## src/rtl/mips_pkg.sv

```systemverilog
// Shared execute-stage definitions: ALU control codes, multiply/divide FSM states, iteration count.
// Latency: none (declarations only).
// Backpressure: none (declarations only).
package mips_pkg;

    localparam logic [3:0] ALU_AND  = 4'b0000;
    localparam logic [3:0] ALU_OR   = 4'b0001;
    localparam logic [3:0] ALU_ADD  = 4'b0010;
    localparam logic [3:0] ALU_MULT = 4'b0011;
    localparam logic [3:0] ALU_DIV  = 4'b0100;
    localparam logic [3:0] ALU_SUB  = 4'b0110;
    localparam logic [3:0] ALU_SLT  = 4'b0111;

    // One radix-2 step per cycle over a 32-bit operand.
    localparam int MULDIV_ITERS = 32;

    typedef enum logic [2:0] {
        MD_IDLE = 3'd0,
        MD_MUL  = 3'd1,
        MD_DIV  = 3'd2,
        MD_FIX  = 3'd3,
        MD_DONE = 3'd4
    } muldiv_state_t;

    // True for the control codes that the multi-cycle unit acts on.
    function automatic logic is_muldiv_code(input logic [3:0] code);
        return (code == ALU_MULT) || (code == ALU_DIV);
    endfunction

endpackage

```

## src/rtl/muldiv_datapath.sv

```systemverilog
// Radix-2 shift-add multiply / restoring shift-subtract divide on unsigned magnitudes.
// Latency: one iteration per cycle with step high; load takes one cycle.
// Backpressure: none; the controlling FSM decides when load/step fire.
module muldiv_datapath #(
    parameter int WIDTH = 32
) (
    input  logic             clk,
    input  logic             rst_n,
    input  logic             load,
    input  logic             step,
    input  logic             is_div,
    input  logic [WIDTH-1:0] op_a,
    input  logic [WIDTH-1:0] op_b,
    output logic [WIDTH-1:0] upper,
    output logic [WIDTH-1:0] lower
);

    // acc holds {partial product, multiplier} for mult, {remainder, dividend/quotient} for div.
    logic [2*WIDTH-1:0] acc_q;
    logic [WIDTH-1:0]   opnd_q;
    logic               div_mode_q;

    logic [WIDTH:0]     mul_sum;
    logic [2*WIDTH-1:0] mul_next;
    logic [WIDTH:0]     rem_shift;
    logic [WIDTH:0]     rem_diff;
    logic               rem_ge;
    logic [2*WIDTH-1:0] div_next;

    // Next accumulator value for one multiply step and one divide step.
    always_comb begin
        mul_sum   = {1'b0, acc_q[2*WIDTH-1:WIDTH]} + (acc_q[0] ? {1'b0, opnd_q} : '0);
        mul_next  = {mul_sum, acc_q[WIDTH-1:1]};
        rem_shift = {acc_q[2*WIDTH-1:WIDTH], acc_q[WIDTH-1]};
        rem_diff  = rem_shift - {1'b0, opnd_q};
        // Remainder stays below the divisor, so a clear top bit means the trial subtract fit.
        rem_ge    = ~rem_diff[WIDTH];
        div_next  = rem_ge ? {rem_diff[WIDTH-1:0], acc_q[WIDTH-2:0], 1'b1}
                           : {rem_shift[WIDTH-1:0], acc_q[WIDTH-2:0], 1'b0};
    end

    // Load operands on accept, then advance one iteration per step.
    always_ff @(posedge clk or negedge rst_n) begin
        if (!rst_n) begin
            acc_q      <= '0;
            opnd_q     <= '0;
            div_mode_q <= 1'b0;
        end else if (load) begin
            div_mode_q <= is_div;
            if (is_div) begin
                acc_q  <= {{WIDTH{1'b0}}, op_a};
                opnd_q <= op_b;
            end else begin
                acc_q  <= {{WIDTH{1'b0}}, op_b};
                opnd_q <= op_a;
            end
        end else if (step) begin
            acc_q <= div_mode_q ? div_next : mul_next;
        end
    end

    assign upper = acc_q[2*WIDTH-1:WIDTH];
    assign lower = acc_q[WIDTH-1:0];

endmodule

```

## src/rtl/mul_div_unit.sv

```systemverilog
// Iterative 32-bit mult/div into HI/LO; signed when MULDIV_SIGNED_EN is defined, else unsigned.
// Latency: 34 cycles from accepting edge to done (1 cycle for divide by zero).
// Backpressure: busy stalls the pipeline; start while busy is dropped, no queueing.
module mul_div_unit
    import mips_pkg::*;
#(
    parameter int WIDTH = 32
) (
    input  logic             clk,
    input  logic             rst_n,
    input  logic             start,
    input  logic [3:0]       control,
    input  logic [WIDTH-1:0] a,
    input  logic [WIDTH-1:0] b,
    output logic             busy,
    output logic             done,
    output logic [WIDTH-1:0] hi,
    output logic [WIDTH-1:0] lo,
    output logic             div_zero
);

    localparam logic [5:0] ITERS = 6'(MULDIV_ITERS);

    muldiv_state_t    state_q, state_d;
    logic [5:0]       cnt_q;
    logic             accept;
    logic             req_div;
    logic             b_zero;
    logic             dp_load;
    logic             dp_step;
    logic [WIDTH-1:0] a_mag, b_mag;
    logic [WIDTH-1:0] raw_hi, raw_lo;
    logic [WIDTH-1:0] fix_hi, fix_lo;

    assign accept  = (state_q == MD_IDLE) && start && is_muldiv_code(control);
    assign req_div = (control == ALU_DIV);
    assign b_zero  = (b == '0);

`ifdef MULDIV_SIGNED_EN
    logic             a_neg, b_neg;
    logic             mode_div_q;
    logic             neg_prod_q, neg_quo_q, neg_rem_q;
    logic [2*WIDTH-1:0] prod_neg;

    assign a_neg = a[WIDTH-1];
    assign b_neg = b[WIDTH-1];
    // 0x8000_0000 negates to itself, which is its correct unsigned magnitude.
    assign a_mag = a_neg ? -a : a;
    assign b_mag = b_neg ? -b : b;

    // Capture result signs alongside the operands.
    always_ff @(posedge clk or negedge rst_n) begin
        if (!rst_n) begin
            mode_div_q <= 1'b0;
            neg_prod_q <= 1'b0;
            neg_quo_q  <= 1'b0;
            neg_rem_q  <= 1'b0;
        end else if (accept) begin
            mode_div_q <= req_div;
            neg_prod_q <= a_neg ^ b_neg;
            neg_quo_q  <= a_neg ^ b_neg;
            neg_rem_q  <= a_neg;
        end
    end

    // Sign correction: product negated as a whole, quotient toward zero, remainder follows dividend.
    always_comb begin
        prod_neg = -{raw_hi, raw_lo};
        fix_hi   = raw_hi;
        fix_lo   = raw_lo;
        if (mode_div_q) begin
            fix_hi = neg_rem_q ? -raw_hi : raw_hi;
            fix_lo = neg_quo_q ? -raw_lo : raw_lo;
        end else if (neg_prod_q) begin
            {fix_hi, fix_lo} = prod_neg;
        end
    end
`else
    assign a_mag  = a;
    assign b_mag  = b;
    assign fix_hi = raw_hi;
    assign fix_lo = raw_lo;
`endif

    muldiv_datapath #(
        .WIDTH (WIDTH)
    ) u_datapath (
        .clk    (clk),
        .rst_n  (rst_n),
        .load   (dp_load),
        .step   (dp_step),
        .is_div (req_div),
        .op_a   (a_mag),
        .op_b   (b_mag),
        .upper  (raw_hi),
        .lower  (raw_lo)
    );

    // Next-state and datapath control.
    always_comb begin
        state_d = state_q;
        dp_load = 1'b0;
        dp_step = 1'b0;
        case (state_q)
            MD_IDLE: begin
                if (accept) begin
                    if (req_div && b_zero) begin
                        state_d = MD_DONE;
                    end else begin
                        dp_load = 1'b1;
                        state_d = req_div ? MD_DIV : MD_MUL;
                    end
                end
            end
            MD_MUL, MD_DIV: begin
                dp_step = 1'b1;
                if (cnt_q == 6'd1) begin
                    state_d = MD_FIX;
                end
            end
            MD_FIX:  state_d = MD_DONE;
            MD_DONE: state_d = MD_IDLE;
            default: state_d = MD_IDLE;
        endcase
    end

    // State register and iteration counter.
    always_ff @(posedge clk or negedge rst_n) begin
        if (!rst_n) begin
            state_q <= MD_IDLE;
            cnt_q   <= '0;
        end else begin
            state_q <= state_d;
            if (accept) begin
                cnt_q <= ITERS;
            end else if (dp_step) begin
                cnt_q <= cnt_q - 6'd1;
            end
        end
    end

    // Registered status outputs; done is a pulse one cycle after the DONE state.
    always_ff @(posedge clk or negedge rst_n) begin
        if (!rst_n) begin
            busy     <= 1'b0;
            done     <= 1'b0;
            div_zero <= 1'b0;
        end else begin
            done <= (state_q == MD_DONE);
            if (accept) begin
                busy     <= 1'b1;
                div_zero <= req_div && b_zero;
            end else if (state_q == MD_DONE) begin
                busy <= 1'b0;
            end
        end
    end

    // HI/LO written only by FIX or by a divide-by-zero accept; held otherwise.
    always_ff @(posedge clk or negedge rst_n) begin
        if (!rst_n) begin
            hi <= '0;
            lo <= '0;
        end else if (accept && req_div && b_zero) begin
            hi <= a;
            lo <= '1;
        end else if (state_q == MD_FIX) begin
            hi <= fix_hi;
            lo <= fix_lo;
        end
    end

endmodule
```

## config.mk

```make
export PLATFORM = sky130hd
export DESIGN_NAME = mul_div_unit
export DESIGN_NICKNAME = d
export VERILOG_FILES = /design/src/rtl/mips_pkg.sv /design/src/rtl/muldiv_datapath.sv /design/src/rtl/mul_div_unit.sv
export SDC_FILE = /design/constraint.sdc
export NUM_CORES = 1
export LEC_CHECK = 0
export BUFFER_PORTS_ARGS = -buffer_cell sky130_fd_sc_hd__buf_4
export CORE_MARGIN = 2
export CORE_UTILIZATION = 54
export DETAILED_ROUTE_END_ITERATION = 12
export GPL_TIMING_DRIVEN = 0
export PLACE_DENSITY = 0.89
export SLEW_MARGIN = 5
export SYNTH_ARGS = -nofsm -noshare
export SYNTH_HDL_FRONTEND = slang
export SYNTH_SLANG_ARGS = --single-unit
```

## constraint.sdc

```tcl
create_clock -name clk -period 3.1 [get_ports clk]
set_input_delay 0.62 -clock clk [delete_from_list [all_inputs] [get_ports clk]]
set_output_delay 0.62 -clock clk [all_outputs]
set_load 0.03 [all_outputs]
```

---- Word-level counts from Yosys, hierarchy flattened ----
Cells that the tools add are included.
word-level totals
  word-level logic and storage cells ...... 60
  output and inout port bits .............. 67
  register bits ........................... 173
  bits of input ports ..................... 71
operators by class
  add/sub/neg operators ................... 3
  equal/unequal tests ..................... 9
  reduce and logical (&&, ||, !) cells .... 14
  mux-type cells .......................... 24
operator list
  operator             count
  $mux 64              4
  $mux 32              7
  $add 32x33->33       1
  $sub 33x32->33       1
  $logic_not 32->1     1
  $mux 6               2
  $mux 3               3
  $pmux 3 s3           1
  $reduce_bool 2->1    4
  $eq 3x2->1 const B   2
  $eq 6x1->1 const B   1
  $mux 1               6
  $sub 6x1->6 const B  1
  $logic_and 1x1->1    5
  $eq 4x2->1 const B   1
  $eq 4x3->1 const B   1
  $ne 2x2->1 const B   2
  $eq 3x1->1 const B   1
  $eq 3x3->1 const B   1
  $logic_not 3->1      1
  $mux 2               1
  $reduce_and 2->1     1
  $reduce_or 2->1      1
  $logic_or 1x1->1     1

---- Logic depth before layout (Yosys ltp) ----
Gate-level depths: netlist of the first run.
  word-level depth ........................ 6
  depth in mapped cells ................... 15
  depth with buffers taken out ............ 14

---- Hierarchy ----
From an unflattened synthesis of the first run, not the netlist that was laid out.
unflattened totals
  cell total of the unflattened synthesis .. 1406
  area total of the unflattened synthesis .. 12579.6 sq um
modules (own cells, without submodules)
  module           instances  cells an instance  area an instance (sq um)  seq. area each (sq um)
  muldiv_datapath  1          1083               9003.6                    2427.3
  mul_div_unit     1          323                3575.9                    1901.8

---- Least setup slack after synthesis of the first run ----
No wires, ideal clock.
  path type ............................... flip-flop to flip-flop
  start point ............................. reg u_datapath.acc_q[0]
  end point ............................... reg u_datapath.acc_q[59]
  clock period less this slack ............ 2961 ps
  data arrival time ....................... 2835 ps
  buffers on the path ..................... 1
  data required time ...................... 2974 ps
  setup slack ............................. 139 ps
  stages on the path, launching flop included .. 14
  setup time .............................. 126 ps
  cell sequence ........................... dfrtp_1 clkbuf_1 and2_1 ha_1 a211o_1 a21oi_1 o21ai_0 o221a_2 a31oi_1 o31ai_1 a21oi_1 xor2_1 o21ai_0 a221o_1
between the ends
  cells in the longest elaborated chain, start to end .. 5
RTL lines
  item                      line                   RTL
  start: declaration        muldiv_datapath.sv:19  logic [2*WIDTH-1:0] acc_q;
  start signal: assignment  muldiv_datapath.sv:51  acc_q <= {{WIDTH{1'b0}}, op_a};
  start signal: assignment  muldiv_datapath.sv:54  acc_q <= {{WIDTH{1'b0}}, op_b};
  start signal: assignment  muldiv_datapath.sv:58  acc_q <= div_mode_q ? div_next : mul_next;
  $mux 32                   muldiv_datapath.sv:32  mul_sum = {1'b0, acc_q[2*WIDTH-1:WIDTH]} + (acc_q[0] ? {1'b0, opnd_q} : '0);
  $add 32x33->33            muldiv_datapath.sv:32
  $mux 64                   muldiv_datapath.sv:58
  $mux 64                   muldiv_datapath.sv:57  end else if (step) begin
  $mux 64                   muldiv_datapath.sv:48  end else if (load) begin
No other way between the ends. The select of a mux whose other input is x is not followed.
A chain may end at the register's enable or synchronous reset.

---- Worst setup path after layout of the first run ----
  start point ............................. reg u_datapath.acc_q[0]
  end point ............................... reg u_datapath.acc_q[61]
Same word-level chain as after synthesis.

==> results of run 1 <==
area by class of cell:
cell class / instances / share of cell area
inverter: 53 / 0.0134
buffer: 76 / 0.0252
timing repair buffer: 168 / 0.0890
tap: 280 / 0.0236
clock buffer: 17 / 0.0287
clock inverter: 14 / 0.0116
sequential: 173 / 0.292
multi-input combinational: 1065 / 0.517
critical path, cell delays in order, from the launching register on:
cell,delay [ns]
dfrtp_2,0.54
and2_4,0.20
ha_4,0.13
inv_2,0.04
fa_2,0.37
nor2b_4,0.16
o31ai_4,0.12
a31oi_4,0.20
o221a_4,0.26
a31oi_4,0.12
o31ai_4,0.31
a21o_1,0.22
xnor2_2,0.11
o21ai_1,0.07
a221o_1,0.28
per-layer routing:
layer  vias up  GRT usage  part of all wire
met5         -          0                 0
met4         0      0.177             0.052
met3       159     0.0577             0.093
met2       733      0.538              0.47
met1      5831      0.438              0.39
li1       5302          -                 -
report_power, final:
part / internal, uW / switching (uW) / total [uW]
combinational: 5070 / 6910 / 12000
clock: 1160 / 1110 / 2260
sequential: 3230 / 1070 / 4300
per-stage QoR:
step	instance area, um2	TNS, ns
detailed placement	13300	-55.44
CTS	14300	-2.65
global placement	13300	-58.99
finish	14800	-1.14
floorplan	11900	0
global route	14800	-2.33
layout by cell type (no fill, tap or decap), drive strengths merged, types with 5 or more instances in the layout:
| master | Yosys | layout |
|---|---|---|
| a2111oi | 6 | 6 |
| a211o | 6 | 6 |
| a211oi | 9 | 9 |
| a21o | 23 | 23 |
| a21oi | 55 | 55 |
| a22oi | 53 | 53 |
| a31oi | 11 | 11 |
| and2 | 34 | 34 |
| and3 | 10 | 10 |
| buf | 12 | 181 |
| clkbuf | 64 | 80 |
| clkinv | 0 | 5 |
| dfrtp | 173 | 173 |
| ha | 66 | 66 |
| inv | 53 | 60 |
| mux2i | 119 | 119 |
| nand2 | 254 | 254 |
| nand2b | 11 | 11 |
| nand3 | 49 | 49 |
| nand4 | 8 | 8 |
| nor2 | 45 | 45 |
| nor2b | 13 | 13 |
| nor3 | 23 | 23 |
| nor4 | 13 | 13 |
| o211ai | 9 | 9 |
| o21ai | 86 | 86 |
| o21bai | 6 | 6 |
| o221ai | 37 | 37 |
| o311ai | 5 | 5 |
| o31ai | 7 | 7 |
| xnor2 | 32 | 32 |
| xor2 | 27 | 27 |
worst max path at each step:
stage	depth (start not counted)	slack, ns	end
2_1_floorplan	13	0.14	u_datapath.acc_q[59]
3_3_place_gp	13	-1.06	u_datapath.acc_q[61]
3_5_place_dp	13	-1.05	u_datapath.acc_q[61]
4_1_cts	14	-0.15	u_datapath.acc_q[61]
5_1_grt	11	-0.30	u_datapath.acc_q[63]
6_report	14	-0.18	u_datapath.acc_q[61]
cell families (layout without fill, tap and decap cells):
logic type,after synthesis,after routing
simple gates,476,476
compound gates,342,342
flops,173,173
buf+inv,129,328
mux,120,120
fa+ha+maj,68,68
xor+xnor,59,59
state kept, by name (all words and copies together), names as in the netlist:
register	cells
cnt_q	6
hi	32
div_zero	1
u_datapath.acc_q	64
u_datapath.opnd_q	32
done	1
state_q	3
lo	32
busy	1
u_datapath.div_mode_q	1
timing repair:
item	4_1_cts	5_1_grt
gates resized for setup	69	91
endpoints found under the setup margin	89	99
buffers inserted	14	15
gates cloned	1	1
hold endpoints to repair	0	0
pin swaps	19	29
hold buffers	0	0
==> flow_summary.ini, run 1 <==
[run_status]
outcome = finished with violations
violations = setup timing

[floorplanning]
num_rows = 54
die_h_um = 153
dieArea_um2 = 23300
ios = 138
core_um2 = 21800
die_w_um = 153
start_util = 0.547

[logic_synthesis]
synth_top_area_cell = dfrtp_1
synth_ff_type = dfrtp_1
synth_compound_area_frac = 0.195
yosysWarningCount = 0
synthArstFlopShare = 1.00
ys_top_cells_by_area = dfrtp_1 (36%), mux2i_1 (10%), nand2_1 (8.0%)
netlist_instances = 1367
synthSimpleGateAreaFrac = 0.182
synth.most_common_cell = nand2_1
synth_top_family_by_area = compound AO/OA/AOI/OAI gates
synthesis.nets = 1506
ys_top_cells_by_count = nand2_1 (254), dfrtp_1 (173), mux2i_1 (119), o21ai_0 (83), ha_1 (66)
yosys-mux-area-fraction = 0.101
synth_top_area_share = 0.363
yosysSeqAreaShare = 0.363
yosys.area_share.adder = 0.0727
synth-seq-cells = 173
avgSynthCellArea_um2 = 8.71
synth-xor-area-share = 0.0434
synth-edff-count = 0
ys_types = 67
synthesis.area_um2 = 11900

[global_routing]
grt_pass1_vias = 11600
grt_usage = 0.336
grt_max_degree = 114
grt_overflow = 0
grt_pass1_wl_um = 62700
antenna_found_initial = 0

[sta]
setup_viol_count_final = 12
worstMarginPinSlew_ns = 1.33
worst_slack_ns = -0.179
period_share = 1.06
clock_skew_ns = 0.0159
finalHoldWorstSlack_ns = 0.0922
relSlewSlack = 0.113
fin_crit_ns = 3.28
slew_viol_final = 0
hold_viol_final = 0
fmax_mhz = 305
rsz0062_at_grt = yes

[critical_path]
endpoint_kind = flop
cp.arrival_ns = 3.61
cp-startpoint = u_datapath.acc_q[0]
rr_worst_depth = 14
reg2reg_to = u_datapath.acc_q[61]
critPathMaxFanout = 7
critPathKind = flop to flop
required_ns = 3.43
critPathLaunchType = flop
r2r_start = u_datapath.acc_q[0]
reg2reg_slack_ns = -0.18

[detailed_routing]
first_iter_violations = 1508
vias = 12000
routed_wl_um = 40700
ant_nets = 0
avgRoutedWirePerCell_um = 22.0
firstDrtPassIters = 6
drc = 0
vias_per_cell = 6.51

[power_and_ir_drop]
vdd_drop_max_mv = 0.742
power.leakage_uw = 0.00688
power_uw = 18500
cellPowerDensity_nw_per_um2 = 1250

[clock_network]
htree_levels = 4
cts_tree = done
clockBufferDepth = 2
cts_root_buf = clkbuf_16
numCtsBuffers = 17
clock_latency_ns = 0.45
cts.sinks = 173
clkTransAtPathRegs_ns = 0.08

[final_layout]
utilization = 0.682
nets = 1693
nFillCells = 1601
drive_gt1_frac = 0.197
seqCellArea_um2 = 4330
area_growth_pct = 24.7
fin_cells = 1846
multi_input_area_um2 = 7670
diodes = 0

[job]
drv_cap = 0

[worst_hold_path]
hold_path_class = primary input to async pin

[place]
place_congestion = 0.969
place_hpwl_um = 29100
place_ws_ns = -1.05
io_buffer_count = 137
dp.cells = 1785
(Power assumes the default switching activity.)
==> run 2: changes to the inputs <==
Settings changed: CORE_UTILIZATION 54 to 60, PLACE_DENSITY 0.89 to 0.93.
Clock period 3.1 ns to 3.7 ns, I/O delays scaled along.
==> run 2 against run 1 <==
Net effect: the flow now finishes without violations; cell count is 2.4% lower; first-iteration DRC count is 5.6% lower; core utilization is 3.6 points higher.
==> flow_summary.ini, run 2 (synthesized netlist as in run 1, its figures left out) <==
[sta]
fmax_mhz = 276
hold_viol_final = 0
fin_crit_ns = 3.62
finalSetupTns_ns = 0
slew_viol_final = 0
setup_viol_count_final = 0
worst_slack_ns = 0.0810
clock_skew_ns = 0.0112
relSlewSlack = 0.223
finalHoldWorstSlack_ns = 0.245
worstMarginPinSlew_ns = 1.16
period_share = 0.978

[global_routing]
antenna_found_initial = 0
grt_usage = 0.379
use_met3 = 0.0895
busiest_layer = met2
grt_max_degree = 108
use_met1 = 0.491
grt_overflow = 0
grt_pass1_vias = 11400
grt_pass1_wl_um = 60900
grt_util_met2 = 0.590

[floorplanning]
start_util = 0.612
die_h_um = 145
num_rows = 51
ios = 138
die_w_um = 145
dieArea_um2 = 21000
core_um2 = 19500

[final_layout]
final_cell_mix = nand2_1 (254), dfrtp_1 (172), buf_4 (137)
drive_gt1_frac = 0.129
largest-register = u_datapath.acc_q
nFillCells = 1411
diodes = 0
largest_reg_flops = 64
multi_input_area_um2 = 7120
layout_commonest_cell = nand2_1
nets = 1663
seqCellArea_um2 = 4330
area_growth_pct = 17.4

[power_and_ir_drop]
cellPowerDensity_nw_per_um2 = 1040
vdd_drop_max_mv = 0.593
power.leakage_uw = 0.00664
switching_share = 0.497
p_seq_frac = 0.248
p_int_uw = 7330
p_clk_frac = 0.135
pwr-share-comb = 0.618
power.switching_uw = 7250

[critical_path]
critPathSlowestCell = nor4_1
required_ns = 4.03
cp.arrival_ns = 3.95
cp_slowest_stage_delay_ns = 0.60
endpoint_kind = flop
crit_chain = buf_4 -> nor4_1 -> nand4_1 -> nor2_1 -> nand2_1 -> and2_1 -> nor2_1 -> clkbuf_2 -> clkbuf_1 -> nand2_1 -> o221ai_1
reg2reg_slack_ns = 0.08
critPathMaxFanout = 10
critPathLaunchType = primary input
critPathKind = primary input to flop

[clock_network]
clock_latency_ns = 0.44
htree_levels = 4
numCtsBuffers = 17
cts_root_buf = clkbuf_16
cts_tree = done
clockBufferDepth = 2
clkTransAtPathRegs_ns = 0.07
cts.sinks = 173

[place]
place_congestion = 0.994
place_hpwl_um = 29100
place_ws_ns = -0.329
io_buffer_count = 137

[detailed_routing]
avgRoutedWirePerCell_um = 21.8
vias_per_cell = 6.63
ant_nets = 0
vias = 11900
first_iter_violations = 1423
firstDrtPassIters = 6
routed_wl_um = 39300
drc = 0

[worst_hold_path]
hold_path_class = primary input to async pin

[job]
drv_cap = 0

[run_status]
outcome = complete, no violations
run 2: cell count changes in the layout (fill, tap and decap cells not counted), sizes merged:
cell | previous run | this run
buf | 181 | 149
bufinv | 1 | 3
clkbuf | 80 | 83
clkinv | 5 | 2
inv | 60 | 61
run 2: critical path: cells and delay by family:
family / cells / cell delay [ns]
AND/OR/NAND/NOR: 7 / 2.01
buffers and inverters: 3 / 1.06
AO/OA/AOI/OAI: 1 / 0.12
run 2: layout make-up:
cell class,count,area share
Buffer,76,0.0221
Clock buffer,18,0.0307
Clock inverter,14,0.0142
Inverter,53,0.0142
Multi-Input combinational cell,1065,0.509
Sequential cell,173,0.310
Tap cell,265,0.0237
Timing Repair Buffer,138,0.0761
run 2: power groups by stage:
stage	Clock (uW)	Sequential [uW]	Combinational, uW
CTS	1950	3550	8780
detailed placement	0	3570	8620
floorplan	0	3840	5810
global placement	0	3530	8400
finish	1960	3610	9000
global route	2040	3680	9760
run 2: per-stage QoR:
| step | instance area [um2] | total power (uW) | util | instances |
|---|---|---|---|---|
| after CTS | 13900 | 14300 | 0.716 | 1802 |
| after floorplan | 11900 | 9650 | - | 1367 |
| after detailed placement | 13300 | 12200 | 0.684 | 1770 |
| final | 14000 | 14600 | 0.718 | 1802 |
| after global placement | 13300 | 11900 | 0.682 | 1769 |
| after global routing | 14000 | 15500 | 0.718 | 1802 |
run 2: repair_timing:
action,4_1_cts,5_1_grt
gates resized for setup,3,15
endpoints found under the setup margin,3,49
buffers inserted,0,0
hold buffers,0,0
run 2: layer usage:
| metal | wire, um | vias to the layer above | share of wire |
|---|---|---|---|
| li1 | - | 5252 | - |
| met1 | 15000 | 5669 | 0.38 |
| met2 | 17500 | 826 | 0.45 |
| met3 | 4290 | 200 | 0.11 |
| met4 | 2400 | 0 | 0.061 |
| met5 | 0 | - | 0 |
run 2: final timing paths:
check / from / to / depth (start not counted)
worst min register to register: hi[7] / hi[7] / 2
min in group clk: hi[7] / hi[7] / 2
max in group asynchronous: rst_n / hi[27] / 2
worst max-delay path: b[0] / u_datapath.acc_q[25] / 11
worst max register to register: u_datapath.acc_q[0] / u_datapath.acc_q[59] / 13
worst min-delay path: rst_n / cnt_q[3] / 1
==> run 3: changes to the inputs <==
Settings changed: BUFFER_PORTS_ARGS -buffer_cell sky130_fd_sc_hd__buf_4 to -buffer_cell sky130_fd_sc_hd__buf_2, MAX_ROUTING_LAYER from default to met4.
==> run 3 against run 2 <==
Net effect: total power is 2.4% lower; cell area is 2.0% lower; hold slack got worse by 0.0058 ns; flip-flop and latch count unchanged; register-to-register slack improved by 0.03 ns; clock power shrank 3%; non-clock buffer count increased by 3; setup slack better by 0.033 ns; combinational power shrank 2.9%; cell count grew 0.22%; critical endpoint is now u_datapath.acc_q[61].
==> flow_summary.ini, run 3 (synthesized netlist as in run 1, its figures left out) <==
[clock_network]
clkTransAtPathRegs_ns = 0.08
clockBufferDepth = 2
numCtsBuffers = 17
htree_levels = 4
cts.sinks = 173
clock_latency_ns = 0.46
hold_buffers = 0
cts_root_buf = clkbuf_16
cts_tree = done

[sta]
clock_skew_ns = 0.0119
period_share = 0.969
hold_viol_final = 0
worstMarginPinSlew_ns = 1.17
setup_viol_count_final = 0
relSlewSlack = 0.215
fmax_mhz = 279
finalHoldWorstSlack_ns = 0.239
fin_crit_ns = 3.59
slew_viol_final = 0

[detailed_routing]
routed_wl_um = 38800
vias_per_cell = 6.61
avgRoutedWirePerCell_um = 21.5
firstDrtPassIters = 6
first_iter_violations = 1477
ant_nets = 0
drc = 0
vias = 11900

[floorplanning]
core_um2 = 19500
ios = 138
num_rows = 51
dieArea_um2 = 21000
start_util = 0.612
die_h_um = 145
die_w_um = 145

[critical_path]
cp_slowest_stage_delay_ns = 0.47
r2r_start = u_datapath.acc_q[0]
cp-startpoint = u_datapath.acc_q[0]
critPathKind = flop to flop
critPathMaxFanout = 10
critPathLaunchType = flop
rr_worst_depth = 13
critPathSlowestCell = dfrtp_2
crit_chain = buf_2 -> and2_1 -> ha_2 -> o21ai_1 -> a211o_1 -> a31oi_2 -> o221a_2 -> a31oi_4 -> o31ai_4 -> a21o_1 -> xnor2_1 -> o21ai_0 -> a221o_1
required_ns = 4.02
cp.arrival_ns = 3.91
endpoint_kind = flop

[global_routing]
busiest_layer = met2
antenna_found_initial = 1
grt_overflow = 0
use_met3 = 0.0987
grt_util_met2 = 0.572
grt_pass1_vias = 11400
grt_max_degree = 109
use_met1 = 0.478
grt_usage = 0.384
grt_pass1_wl_um = 60400

[place]
dp.cells = 1770
io_buffer_count = 137
place_hpwl_um = 28200
place_congestion = 1.01

[power_and_ir_drop]
cellPowerDensity_nw_per_um2 = 1040
vdd_drop_max_mv = 0.656
power.leakage_uw = 0.00655

[final_layout]
area_growth_pct = 15.0
nets = 1666
final_cell_mix = nand2_1 (254), dfrtp_1 (172), buf_2 (140)
layout_commonest_cell = nand2_1
largest_reg_flops = 64
drive_gt1_frac = 0.136
nFillCells = 1401
fin_cells = 1806
utilization = 0.704
largest-register = u_datapath.acc_q

[worst_hold_path]
hold_path_class = primary input to async pin

[run_status]
outcome = complete, no violations

[job]
drv_cap = 0
## run 3: cell types whose count changed in the layout (fill, tap and decap cells not counted), moves of 2 or more
| cell | delta |
|---|---|
| ha_1 | -2 |
| buf_2 | +138 |
| a2111oi_1 | -2 |
| inv_6 | -2 |
| bufinv_16 | -2 |
| clkinv_8 | +2 |
| buf_4 | -133 |
| clkbuf_1 | -2 |
| clkinv_4 | +3 |
## run 3: where the power goes
| group | total (uW) | leakage, uW | internal [uW] | switching, uW |
|---|---|---|---|---|
| combinational | 8740 | 0.00407 | 3360 | 5380 |
| clock | 1910 | 0.000297 | 988 | 924 |
| sequential | 3570 | 0.00217 | 2700 | 869 |
| total | 14200 | 0.00655 | 7050 | 7170 |
## run 3: worst max-delay path, delay by kind of cell (launching register included)
kind | cells | cell delay [ns]
AO/OA/AOI/OAI | 9 | 2.10
adder cells (fa/ha/maj) | 1 | 0.39
XOR/XNOR | 1 | 0.12
buffers and inverters | 1 | 0.21
AND/OR/NAND/NOR | 1 | 0.16
flip-flops | 1 | 0.47
## run 3: path summary, 6_finish.rpt
check,end,slack [ns]
max,u_datapath.acc_q[61],0.11
min,div_zero,0.24
max reg2reg,u_datapath.acc_q[61],0.11
min reg2reg,hi[8],0.48
max in group asynchronous,u_datapath.acc_q[0],2.54
min in group clk,hi[8],0.48
## run 3: layout make-up
class,instances,area [um2],area share
Antenna cell,1,2.50,0.000183
Buffer,76,308,0.0225
Clock buffer,18,439,0.0321
Clock inverter,14,175,0.0128
Inverter,53,199,0.0145
Multi-Input combinational cell,1065,7160,0.523
Sequential cell,173,4330,0.316
Tap cell,265,332,0.0242
Timing Repair Buffer,141,746,0.0544
## run 3: timing repair
| action | 4_1_cts | 5_1_grt |
|---|---|---|
| setup endpoints to repair | 13 | 19 |
| resized for setup | 8 | 18 |
| setup buffers | 0 | 3 |
| pin swaps | 0 | 5 |
## run 3: metal layers
layer	up-vias	routed length [um]	share of wire
met5	-	0	0
met4	0	2660	0.068
met3	240	4200	0.11
met2	827	17300	0.45
met1	5593	14700	0.38
li1	5269	-	-
## run 3: per-stage QoR
stage                     instance area [um2]  setup WS [ns]  total power, uW  TNS [ns]
final                                   13700          0.114            14200         0
after global routing                    13700       -0.00258            15100  -0.00258
after CTS                               13600        -0.0255            13900   -0.0255
after detailed placement                13000         -0.395            11800    -11.24
after global placement                  12900         -0.749            11600   -133.53
after floorplan                         11900          0.739             9650         0
